**src/rtl/mem_access_unit.sv**
```systemverilog
// Load/store initiator: one aligned byte/half/word access at a time against a
// word-organised memory, with read-modify-write for sub-word stores.
module mem_access_unit (
   input  logic        clk,
   input  logic        rst_n,
   input  logic        req_valid,
   output logic        req_ready,
   input  logic        req_we,
   input  logic [1:0]  req_size,
   input  logic        req_unsigned,
   input  logic [31:0] req_addr,
   input  logic [31:0] req_wdata,
   output logic        rsp_valid,
   output logic [31:0] rsp_rdata,
   output logic        rsp_err,
   output logic        mem_ren,
   output logic        mem_wen,
   output logic [31:0] mem_addr,
   output logic [31:0] mem_wdata,
   input  logic [31:0] mem_rdata
);

   typedef enum logic [1:0] {
      IDLE  = 2'd0,
      READ  = 2'd1,
      WRITE = 2'd2,
      RESP  = 2'd3
   } state_t;

   state_t      state_r, state_nxt_s;
   logic        we_r, unsigned_r;
   logic [1:0]  size_r, off_r;
   logic [31:0] wdata_r, rsp_rdata_r, mem_addr_r, mem_wdata_r;
   logic        rsp_err_r;
   logic        bad_s, word_store_s;

   function automatic logic bad_access(input logic [1:0] size, input logic [1:0] off);
      logic bad;
      case (size)
         2'b00:   bad = 1'b0;
         2'b01:   bad = off[0];
         2'b10:   bad = (off != 2'b00);
         default: bad = 1'b1;
      endcase
      return bad;
   endfunction

   function automatic logic [31:0] merge_word(input logic [31:0] word, input logic [31:0] data,
                                              input logic [1:0] size, input logic [1:0] off);
      logic [31:0] res;
      logic [4:0]  sh;
      res = word;
      sh  = {off, 3'b000};
      case (size)
         2'b00:   res[sh +: 8] = data[7:0];
         2'b01:   res[{off[1], 4'b0000} +: 16] = data[15:0];
         2'b10:   res = data;
         default: res = word;
      endcase
      return res;
   endfunction

   function automatic logic [31:0] extract_word(input logic [31:0] word, input logic [1:0] size,
                                                input logic [1:0] off, input logic uns);
      logic [31:0] res;
      logic [7:0]  b;
      logic [15:0] h;
      b = word[{off, 3'b000} +: 8];
      h = off[1] ? word[31:16] : word[15:0];
      case (size)
         2'b00:   res = {{24{~uns & b[7]}}, b};
         2'b01:   res = {{16{~uns & h[15]}}, h};
         2'b10:   res = word;
         default: res = 32'h0000_0000;
      endcase
      return res;
   endfunction

   assign bad_s        = bad_access(req_size, req_addr[1:0]);
   assign word_store_s = req_we && (req_size == 2'b10);

   // State register
   always_ff @(posedge clk or negedge rst_n) begin
      if (!rst_n) begin
         state_r <= IDLE;
      end else begin
         state_r <= state_nxt_s;
      end
   end

   // Next-state and strobe decode; strobes come from the state register only
   always_comb begin
      state_nxt_s = state_r;
      req_ready   = 1'b0;
      mem_ren     = 1'b0;
      mem_wen     = 1'b0;
      rsp_valid   = 1'b0;
      case (state_r)
         IDLE: begin
            req_ready = 1'b1;
            if (req_valid) begin
               if (bad_s)             state_nxt_s = RESP;
               else if (word_store_s) state_nxt_s = WRITE;
               else                   state_nxt_s = READ;
            end else begin
               state_nxt_s = IDLE;
            end
         end
         READ: begin
            mem_ren     = 1'b1;
            state_nxt_s = we_r ? WRITE : RESP;
         end
         WRITE: begin
            mem_wen     = 1'b1;
            state_nxt_s = RESP;
         end
         RESP: begin
            rsp_valid   = 1'b1;
            state_nxt_s = IDLE;
         end
         default: state_nxt_s = IDLE;
      endcase
   end

   // Request latch, memory address/data and response registers
   always_ff @(posedge clk or negedge rst_n) begin
      if (!rst_n) begin
         we_r        <= 1'b0;
         unsigned_r  <= 1'b0;
         size_r      <= 2'b00;
         off_r       <= 2'b00;
         wdata_r     <= 32'h0000_0000;
         rsp_rdata_r <= 32'h0000_0000;
         rsp_err_r   <= 1'b0;
         mem_addr_r  <= 32'h0000_0000;
         mem_wdata_r <= 32'h0000_0000;
      end else begin
         case (state_r)
            IDLE: begin
               if (req_valid) begin
                  we_r        <= req_we;
                  unsigned_r  <= req_unsigned;
                  size_r      <= req_size;
                  off_r       <= req_addr[1:0];
                  wdata_r     <= req_wdata;
                  rsp_rdata_r <= 32'h0000_0000;
                  rsp_err_r   <= bad_s;
                  // Errored requests leave the memory-side registers untouched
                  if (!bad_s) begin
                     mem_addr_r <= {req_addr[31:2], 2'b00};
                     if (word_store_s) mem_wdata_r <= req_wdata;
                  end
               end
            end
            READ: begin
               if (we_r) mem_wdata_r <= merge_word(mem_rdata, wdata_r, size_r, off_r);
               else      rsp_rdata_r <= extract_word(mem_rdata, size_r, off_r, unsigned_r);
            end
            default: begin
            end
         endcase
      end
   end

   assign rsp_rdata = rsp_rdata_r;
   assign rsp_err   = rsp_err_r;
   assign mem_addr  = mem_addr_r;
   assign mem_wdata = mem_wdata_r;

endmodule

```
**config.mk**
```make
export PLATFORM = sky130hd
export DESIGN_NAME = mem_access_unit
export DESIGN_NICKNAME = d
export VERILOG_FILES = /design/src/rtl/mem_access_unit.sv
export SDC_FILE = /design/constraint.sdc
export NUM_CORES = 1
export LEC_CHECK = 0
export CAP_MARGIN = 20
export CORE_MARGIN = 2
export CORE_UTILIZATION = 40
export CTS_BUF_LIST = sky130_fd_sc_hd__clkbuf_16
export DETAILED_ROUTE_END_ITERATION = 8
export GPL_TIMING_DRIVEN = 0
export PLACE_DENSITY = 0.75
export SYNTH_ARGS = -nofsm -noshare
export SYNTH_HDL_FRONTEND = slang
export SYNTH_SLANG_ARGS = --single-unit
```
**constraint.sdc**
```tcl
create_clock -name clk -period 2.95 [get_ports clk]
set_clock_uncertainty 0.2 [all_clocks]
set_input_delay 0.59 -clock clk [delete_from_list [all_inputs] [get_ports clk]]
set_output_delay 0.59 -clock clk [all_outputs]
set_load 0.1 [all_outputs]
```
==> results of run 1 <==
cell usage after synthesis (2+ instances only):
cell,n
ha_1,9
a221oi_1,16
nand3_1,8
buf_4,10
nor4b_1,7
or3b_2,2
nand2_1,53
a222oi_1,16
mux2i_1,27
a21oi_1,37
buf_6,6
a311oi_1,7
nor2b_1,14
a21boi_0,8
nand3b_1,8
a2bb2oi_2,5
nor3b_1,3
and3_1,7
buf_1,4
o22ai_1,23
buf_2,13
inv_1,23
o21ai_0,55
a22oi_1,17
nor2_1,9
nand4b_1,2
o21ai_1,5
a31oi_1,16
mux2_2,75
nand2b_1,8
dfrtp_1,135
a32o_1,7
clkbuf_1,25
a2bb2oi_1,2
routing by layer:
metal  track usage  vias to the layer above  share of wire
met3        0.0884                       55           0.12
li1              -                     3044              -
met4        0.0962                        0          0.026
met2         0.392                      406           0.46
met5             0                        -              0
met1         0.321                     3244           0.40
flip-flops by register name, summed over array words and instances (netlist names):
| signal | flops |
|---|---|
| rsp_rdata | 32 |
| rsp_err | 1 |
| size_r | 2 |
| unsigned_r | 1 |
| mem_wdata | 32 |
| wdata_r | 32 |
| we_r | 1 |
| mem_addr | 30 |
| state_r | 2 |
| off_r | 2 |
cell type report:
cell class / count / area share
multi-input cells: 472 / 0.347
clock buffers: 17 / 0.0416
flip-flops and latches: 135 / 0.331
inverters: 25 / 0.00955
repair buffers: 206 / 0.203
plain buffers: 58 / 0.0311
well taps: 229 / 0.0280
clock inverters: 13 / 0.00906
kinds of logic after synthesis:
kind of cell	count (synthesis)	synth area share
other	1	0.000512
and+or+nand+nor	133	0.101
muxes	103	0.155
DFF	135	0.461
adders and majority gates	9	0.0154
AOI/OAI and AO/OA	225	0.211
buffers and inverters	83	0.0560
worst paths after layout:
| path | start | depth (start not counted) | slack [ns] | end |
|---|---|---|---|---|
| worst max-delay path | off_r[1] | 9 | 0.13 | mem_wdata[31] |
| worst min-delay path | rst_n | 1 | -0.02 | mem_addr[22] |
| worst max register to register | off_r[1] | 9 | 0.13 | mem_wdata[31] |
| worst min register to register | rsp_rdata[11] | 2 | 0.28 | rsp_rdata[11] |
| max in group asynchronous | rst_n | 2 | 1.78 | rsp_rdata[5] |
| min in group clk | rsp_rdata[11] | 2 | 0.28 | rsp_rdata[11] |
what timing repair did:
| action | 4_1_cts | 5_1_grt |
|---|---|---|
| gates resized for setup | 6 | 2 |
| setup buffers | 0 | 4 |
| setup endpoints to repair | 14 | 25 |
| pin swaps | 0 | 1 |
through the flow:
step,cells,area [um2]
2_1_floorplan,690,7330
3_3_place_gp,1120,9630
3_5_place_dp,1121,9660
4_1_cts,1151,10200
5_1_grt,1155,10200
6_report,1155,10200
worst max-delay path, stage by stage (launching register included):
cell and delay, ns:
dfrtp_1 0.39, buf_4 0.17, buf_2 0.22, clkinvlp_4 0.18, buf_4 0.17, ha_1 0.24, nor3b_1 0.57, and3_1 0.25
o21ai_0 0.17, a2bb2oi_2 0.18
==> out/results.ini, run 1 <==
[clock_tree]
tritoncts=done
clk_path_buf_depth=2
hold_buffers=0
cts-root-buf=clkbuf_16
htreeDepth=4
clkTransAtPathRegs_ns=0.06
cts_made_buffers=17
cts_sinks=135
clock_latency_ns=0.43

[critical_path]
end_kind=flop
worstPathRequired_ns=3.11
worstSetupStartpointType=flop
cp.arrival_ns=2.99
path_class=flop to flop
cp_max_fo=10

[route]
final_antenna_net_count=0
wirelength_mm=24.6
remaining_drc_errors=0
drt-initial-drc-count=638
vias=6749
firstDrtPassIters=8
drt-wirelength-per-cell_um=21.3
vias_per_cell=5.84

[outcome]
violations=negative hold slack
status=finished with violations

[placement]
port_buffers=201
dp_slack_ns=-0.103
gp_congestion=0.984
post-dp-hpwl_mm=18.1

[finish]
final_common_cell=clkdlybuf4s50_1
layout_common_cells=196 x clkdlybuf4s50_1, 135 x dfrtp_1, 75 x mux2_2
nets=1027
num_antenna_cells=0
area_delta_synth_final_pct=39.4
fin_util=0.569
regArea_um2=3380
final.fill_count=1572
multi_input_area_um2=3540
drive_above_1_share=0.170

[synthesis]
synth_seq_cells=135
ys_warn_count=0
synth_cell_types=61
yosysSeqAreaShare=0.461
synth-main-ff-cell=dfrtp_1
synth_cells=689
yosys.area.top_type=dfrtp_1
netlist_area_um2=7330
avgSynthCellArea_um2=10.6
yosys-top-cells-area=dfrtp_1 46%, mux2_2 12%, o21ai_0 3.8%
netlist.area_leader.share=0.461
synth_edf_count=0
ys_async_sr_fraction=1.00

[global_routing]
grt_pass1_wl_mm=37.9
antenna_found_initial=0
grt_usage=0.251
grt_start_max_net_pins=75
grt-ovfl-total=0
grt_pass1_vias=6827

[floorplan]
die-height_um=139
initial_utilization=0.408
core_area_um2=18000
die_w_um=139
rows=49
die_area_um2=19400
io_pins=204

[run]
drv_cap=0

[timing]
finalCriticalPeriod_ns=2.82
finalHoldViolCount=7
setup_ws_ns=0.126
setup_viol_count_final=0
drv_slew=0
max_freq_ghz=0.354
finalCritPeriodShare=0.957
finalSetupTns_ns=0
whs_ns=-0.0242
worst_pin_slew_ns=1.03
slew_headroom=0.314

[min_path]
hp-class=input port to asynchronous set/reset pin

Power of run 1 is left out: the tool's default activity adds up to more than one toggle a clock period on the data nets, which glitch-free logic cannot reach.
==> inputs of run 2 (changes only) <==
Settings changed: CORE_UTILIZATION 40 to 49, PLACE_DENSITY 0.75 to 0.87.
==> run 2 against run 1 <==
  * The run now ends clean
  * Die area is 18% lower
  * Sequential share of layout area increased by 0.061 points
  * Fmax increased by 2.1%
  * Register-to-register slack gained 0.08 ns
  * Via count is 0.81% higher
  * Design area fell by 0.18%
  * Worst setup slack better by 0.058 ns
  * Critical path depth shrank 8
  * Utilization increased by 13 points
  * Count of clock-buffer cells in the layout did not move
==> out/results.ini, run 2 (synthesized netlist as in run 1, its figures left out) <==
[global_routing]
grt_start_max_net_pins=100  ; was 75
grt_usage=0.299  ; was 0.251
grt-ovfl-total=0  ; unchanged
grt_pass1_wl_mm=37.0  ; was 37.9 mm
grt_pass1_vias=6869  ; was 6827
antenna_found_initial=0  ; unchanged

[clock_tree]
cts-root-buf=clkbuf_16  ; unchanged
cts_made_buffers=17  ; unchanged
htreeDepth=4  ; unchanged
clk_path_buf_depth=2  ; unchanged
clkTransAtPathRegs_ns=0.06  ; about the same
tritoncts=done  ; unchanged
cts_sinks=135  ; unchanged
clock_latency_ns=0.43  ; about the same
postCtsSetupBuffers=0  ; unchanged

[timing]
max_freq_ghz=0.362  ; was 0.354 GHz
drv_slew=0  ; unchanged
worst_pin_slew_ns=1.02  ; was 1.03 ns
setup_viol_count_final=0  ; unchanged
finalHoldViolCount=0  ; was 7
slew_headroom=0.315  ; was 0.314
finalCriticalPeriod_ns=2.77  ; was 2.82 ns
rsz0062_at_grt=no
finalCritPeriodShare=0.938  ; was 0.957
setup_ws_ns=0.184  ; was 0.126 ns

[finish]
regArea_um2=3380  ; unchanged
multi_input_area_um2=3540  ; unchanged
postLayoutCellArea_um2=10200  ; about the same
layout_common_cells=196 x clkdlybuf4s50_1, 135 x dfrtp_1, 75 x mux2_2  ; unchanged
final_common_cell=clkdlybuf4s50_1  ; unchanged
nets=1024  ; was 1027
num_antenna_cells=0  ; unchanged
area_delta_synth_final_pct=39.1  ; was 39.4%
drive_above_1_share=0.173  ; was 0.170
final.fill_count=1091  ; was 1572

[route]
drt-wirelength-per-cell_um=21.2  ; was 21.3 um
vias=6804  ; was 6749
drt-initial-drc-count=796  ; was 638
vias_per_cell=6.14  ; was 5.84
final_antenna_net_count=0  ; unchanged
remaining_drc_errors=0  ; unchanged
firstDrtPassIters=7  ; was 8
wirelength_mm=23.6  ; was 24.6 mm

[min_path]
whs_path_depth=2
hp-class=flop to flop  ; was input port to asynchronous set/reset pin
worstHoldStart=rsp_rdata[22]

[placement]
post-dp-hpwl_mm=17.4  ; was 18.1 mm
placed_cell_area_um2=9600  ; was 9660 um2
gp_congestion=0.977  ; was 0.984
dp_slack_ns=-0.0688  ; was -0.103 ns
port_buffers=201  ; unchanged

[critical_path]
worstSetupStartpointType=flop  ; unchanged
path_cells=clkdlybuf4s50_1  ; was buf_4, buf_2, clkinvlp_4, buf_4, ha_1, nor3b_1, and3_1, o21ai_0, a2bb2oi_2
end_kind=output pin  ; was flop
cp_max_fo=2  ; was 10
r2r_cells=9  ; unchanged
r2r-start=off_r[1]  ; unchanged
critPathTopFamily=buffers and inverters  ; was simple AND/OR/NAND/NOR gates
max_stage_delay_ns=1.18  ; was 0.57 ns
slowest_stage=clkdlybuf4s50_1  ; was nor3b_1
worstPathRequired_ns=2.16  ; was 3.11 ns
crit_buf_inv=1  ; was 4
cp.arrival_ns=1.98  ; was 2.99 ns
timing.critical_path.from=mem_wdata[7]  ; was off_r[1]
cp.depth=1  ; was 9
path_class=flop to output pin  ; was flop to flop

[run]
drv_cap=0  ; unchanged

[floorplan]
core_area_um2=14600  ; was 18000 um2
initial_utilization=0.502  ; was 0.408
io_pins=204  ; unchanged
die-height_um=126  ; was 139 um
rows=44  ; was 49
die_area_um2=16000  ; was 19400 um2
die_w_um=126  ; was 139 um

[outcome]
status=finished, final reports clean  ; was finished with violations

run 2: cell count changes in the layout (fill, tap and decap cells not counted), sizes merged:
cell,delta
buf,-4
bufinv,+1
clkinv,-2
dlygate4sd3,+1
inv,+3
run 2: layer usage:
metal,global-route usage,part of all wire,up-vias
met3,0.0995,0.11,72
met4,0.145,0.038,0
met1,0.378,0.39,3258
met5,0,0,-
li1,-,-,3048
met2,0.464,0.46,426
run 2: area by class of cell:
class	count	area share
buffer	58	0.0312
clock buffer	17	0.0417
clock inverter	15	0.0148
inverter	25	0.00945
multi-input combinational	472	0.348
sequential	135	0.331
tap	184	0.0226
timing repair buffer	203	0.201
run 2: repair_timing:
action | CTS | global route
gates resized for setup | 7 | 2
setup endpoints to repair | 10 | 2
pin swaps | 0 | 1
endpoints found under the hold margin | 36 | 0
hold buffers | 1 | 0
run 2: metrics by stage:
| stage | TNS, ns | std cells | hold slack, ns | utilization |
|---|---|---|---|---|
| after floorplan | 0 | 690 | 0.0944 | - |
| after global placement | -581.15 | 1075 | 0.262 | 0.656 |
| after detailed placement | -0.209 | 1076 | 0.270 | 0.658 |
| after CTS | 0 | 1109 | 0.283 | 0.699 |
| after global routing | 0 | 1109 | 0.307 | 0.699 |
| final | 0 | 1109 | 0.279 | 0.699 |
run 2: final timing paths:
kind / endpoint / slack (ns)
worst min-delay path: rsp_rdata[22] / 0.28
worst max register to register: mem_wdata[7] / 0.21
worst max-delay path: mem_wdata[7] / 0.18
max in group asynchronous: wdata_r[20] / 1.31
min in group asynchronous: mem_addr[22] / 0.43
worst min register to register: rsp_rdata[22] / 0.28
run 2: worst min-delay path, stage by stage (launching register included):
cell     delay (ns)
dfrtp_1        0.34
nand2_1        0.04
o21ai_0        0.06
Power of run 2 is left out for the same reason.
==> inputs of run 3 (changes only) <==
Settings changed: SLEW_MARGIN set to 5.
==> run 3 against run 2 <==
  * Utilization decreased by 0.11 points
  * Sequential share of layout area increased by 0.053 points
  * Register-to-register slack about the same
  * Worst setup slack improved by 0.0027 ns
  * Critical path depth increased by 2
  * Sequential cell count unchanged
  * Worst hold slack got worse by 0.25 ns
  * Global-route usage increased by 0.073 points
  * Die area unchanged
  * Non-clock buffer count decreased by 1
  * Critical endpoint is now mem_wen
  * Via count increased by 0.54%
==> out/results.ini, run 3 (synthesized netlist as in run 1, its figures left out) <==
[finish]
area_delta_synth_final_pct=38.9  ; was 39.1%
drive_above_1_share=0.172  ; was 0.173
layout_common_cells=196 x clkdlybuf4s50_1, 135 x dfrtp_1, 75 x mux2_2  ; unchanged
num_antenna_cells=0  ; unchanged
nets=1023  ; was 1024
final_common_cell=clkdlybuf4s50_1  ; unchanged

[run]
drv_cap=0  ; unchanged

[critical_path]
critPathTopFamily=buffers and inverters  ; unchanged
slowest_stage=dlygate4sd2_1  ; was clkdlybuf4s50_1
max_stage_delay_ns=0.87  ; was 1.18 ns
worstSetupStartpointType=flop  ; unchanged
cp_max_fo=3  ; was 2
end_kind=output pin  ; unchanged
path_cells=inv_1, ha_1, dlygate4sd2_1  ; was clkdlybuf4s50_1
cp.depth=3  ; was 1
cp.arrival_ns=1.97  ; was 1.98 ns
crit_buf_inv=2  ; was 1
r2r_cells=9  ; unchanged
path_class=flop to output pin  ; unchanged
worstPathRequired_ns=2.16  ; about the same

[clock_tree]
cts_made_buffers=17  ; unchanged
clock_latency_ns=0.42  ; was 0.43 ns
clk_path_buf_depth=2  ; unchanged
tritoncts=done  ; unchanged
cts_sinks=135  ; unchanged
htreeDepth=4  ; unchanged
cts-root-buf=clkbuf_16  ; unchanged
clkTransAtPathRegs_ns=0.06  ; about the same

[route]
wirelength_mm=23.7  ; was 23.6 mm
drt-wirelength-per-cell_um=21.4  ; was 21.2 um
vias_per_cell=6.17  ; was 6.14
remaining_drc_errors=0  ; unchanged
drt-initial-drc-count=845  ; was 796
final_antenna_net_count=0  ; unchanged
vias=6841  ; was 6804
firstDrtPassIters=6  ; was 7

[placement]
gp_congestion=0.977  ; unchanged
post-dp-hpwl_mm=17.5  ; was 17.4 mm
dp_slack_ns=-0.0704  ; was -0.0688 ns
port_buffers=201  ; unchanged

[global_routing]
antenna_found_initial=0  ; unchanged
grt_pass1_wl_mm=37.0  ; about the same
grt_start_max_net_pins=88  ; was 100
grt_usage=0.299  ; about the same
grt_pass1_vias=6765  ; was 6869
grt-ovfl-total=0  ; unchanged

[timing]
drv_slew=0  ; unchanged
setup_ws_ns=0.187  ; was 0.184 ns
max_freq_ghz=0.362  ; about the same
worst_pin_slew_ns=1.03  ; was 1.02 ns
finalHoldViolCount=0  ; unchanged
finalCriticalPeriod_ns=2.76  ; was 2.77 ns
rsz0062_at_grt=no  ; unchanged
finalCritPeriodShare=0.937  ; was 0.938
slew_headroom=0.309  ; was 0.315
finalSetupTns_ns=0  ; unchanged
setup_viol_count_final=0  ; unchanged

[outcome]
status=finished, final reports clean  ; unchanged

[floorplan]
rows=44  ; unchanged
die_w_um=126  ; unchanged
core_area_um2=14600  ; unchanged
io_pins=204  ; unchanged
die-height_um=126  ; unchanged
initial_utilization=0.502  ; unchanged
die_area_um2=16000  ; unchanged

[min_path]
hp-class=input port to asynchronous set/reset pin  ; was flop to flop

==> run 3: changes by cell type in the layout (fill, tap and decap cells not counted) <==
cell             change
clkbuf_2             +1
clkdlybuf4s15_2      -1
clkinv_1             +1
clkinv_2             -1
clkinvlp_4           -1
dlygate4sd3_1        -1
inv_6                +1
==> run 3: routing by layer <==
metal  global-route usage  wire [um]  up-vias
li1                     -          -     3047
met1                0.392       9060     3267
met2                0.471      11000      470
met3               0.0945       2960       57
met4                0.111        686        0
met5                    0          0        -
==> run 3: final timing paths <==
| kind | startpoint | to | slack [ns] |
|---|---|---|---|
| max in group asynchronous | rst_n | mem_wdata[20] | 1.78 |
| setup / recovery | state_r[0] | mem_wen | 0.19 |
| hold / removal | rst_n | mem_addr[22] | 0.03 |
| hold reg to reg | rsp_rdata[22] | rsp_rdata[22] | 0.28 |
| setup reg to reg | off_r[1] | mem_wdata[7] | 0.21 |
| min in group clk | rsp_rdata[22] | rsp_rdata[22] | 0.28 |
==> run 3: repair_timing <==
item | CTS | global route
pin swaps | 0 | 1
setup buffers | 0 | 0
hold buffers | 0 | 0
endpoints found under the setup margin | 12 | 3
resized for setup | 6 | 3
==> run 3: area by class of cell <==
class | instances | area, um2
sequential | 135 | 3380
clock buffer | 17 | 425
clock inverter | 15 | 151
tap | 184 | 230
buffer | 58 | 318
timing repair buffer | 202 | 2040
multi-input combinational | 472 | 3540
inverter | 25 | 96.3
fill | 1096 | 4410
==> run 3: stage by stage <==
step,cell area [um2],util,std cells,hold slack (ns)
after floorplan,7330,-,690,0.0944
after global placement,9580,0.656,1075,0.262
after detailed placement,9600,0.658,1076,0.271
after CTS,10200,0.698,1108,0.0662
after global routing,10200,0.698,1108,0.102
final,10200,0.698,1108,0.0325
Power of run 3 is left out for the same reason.
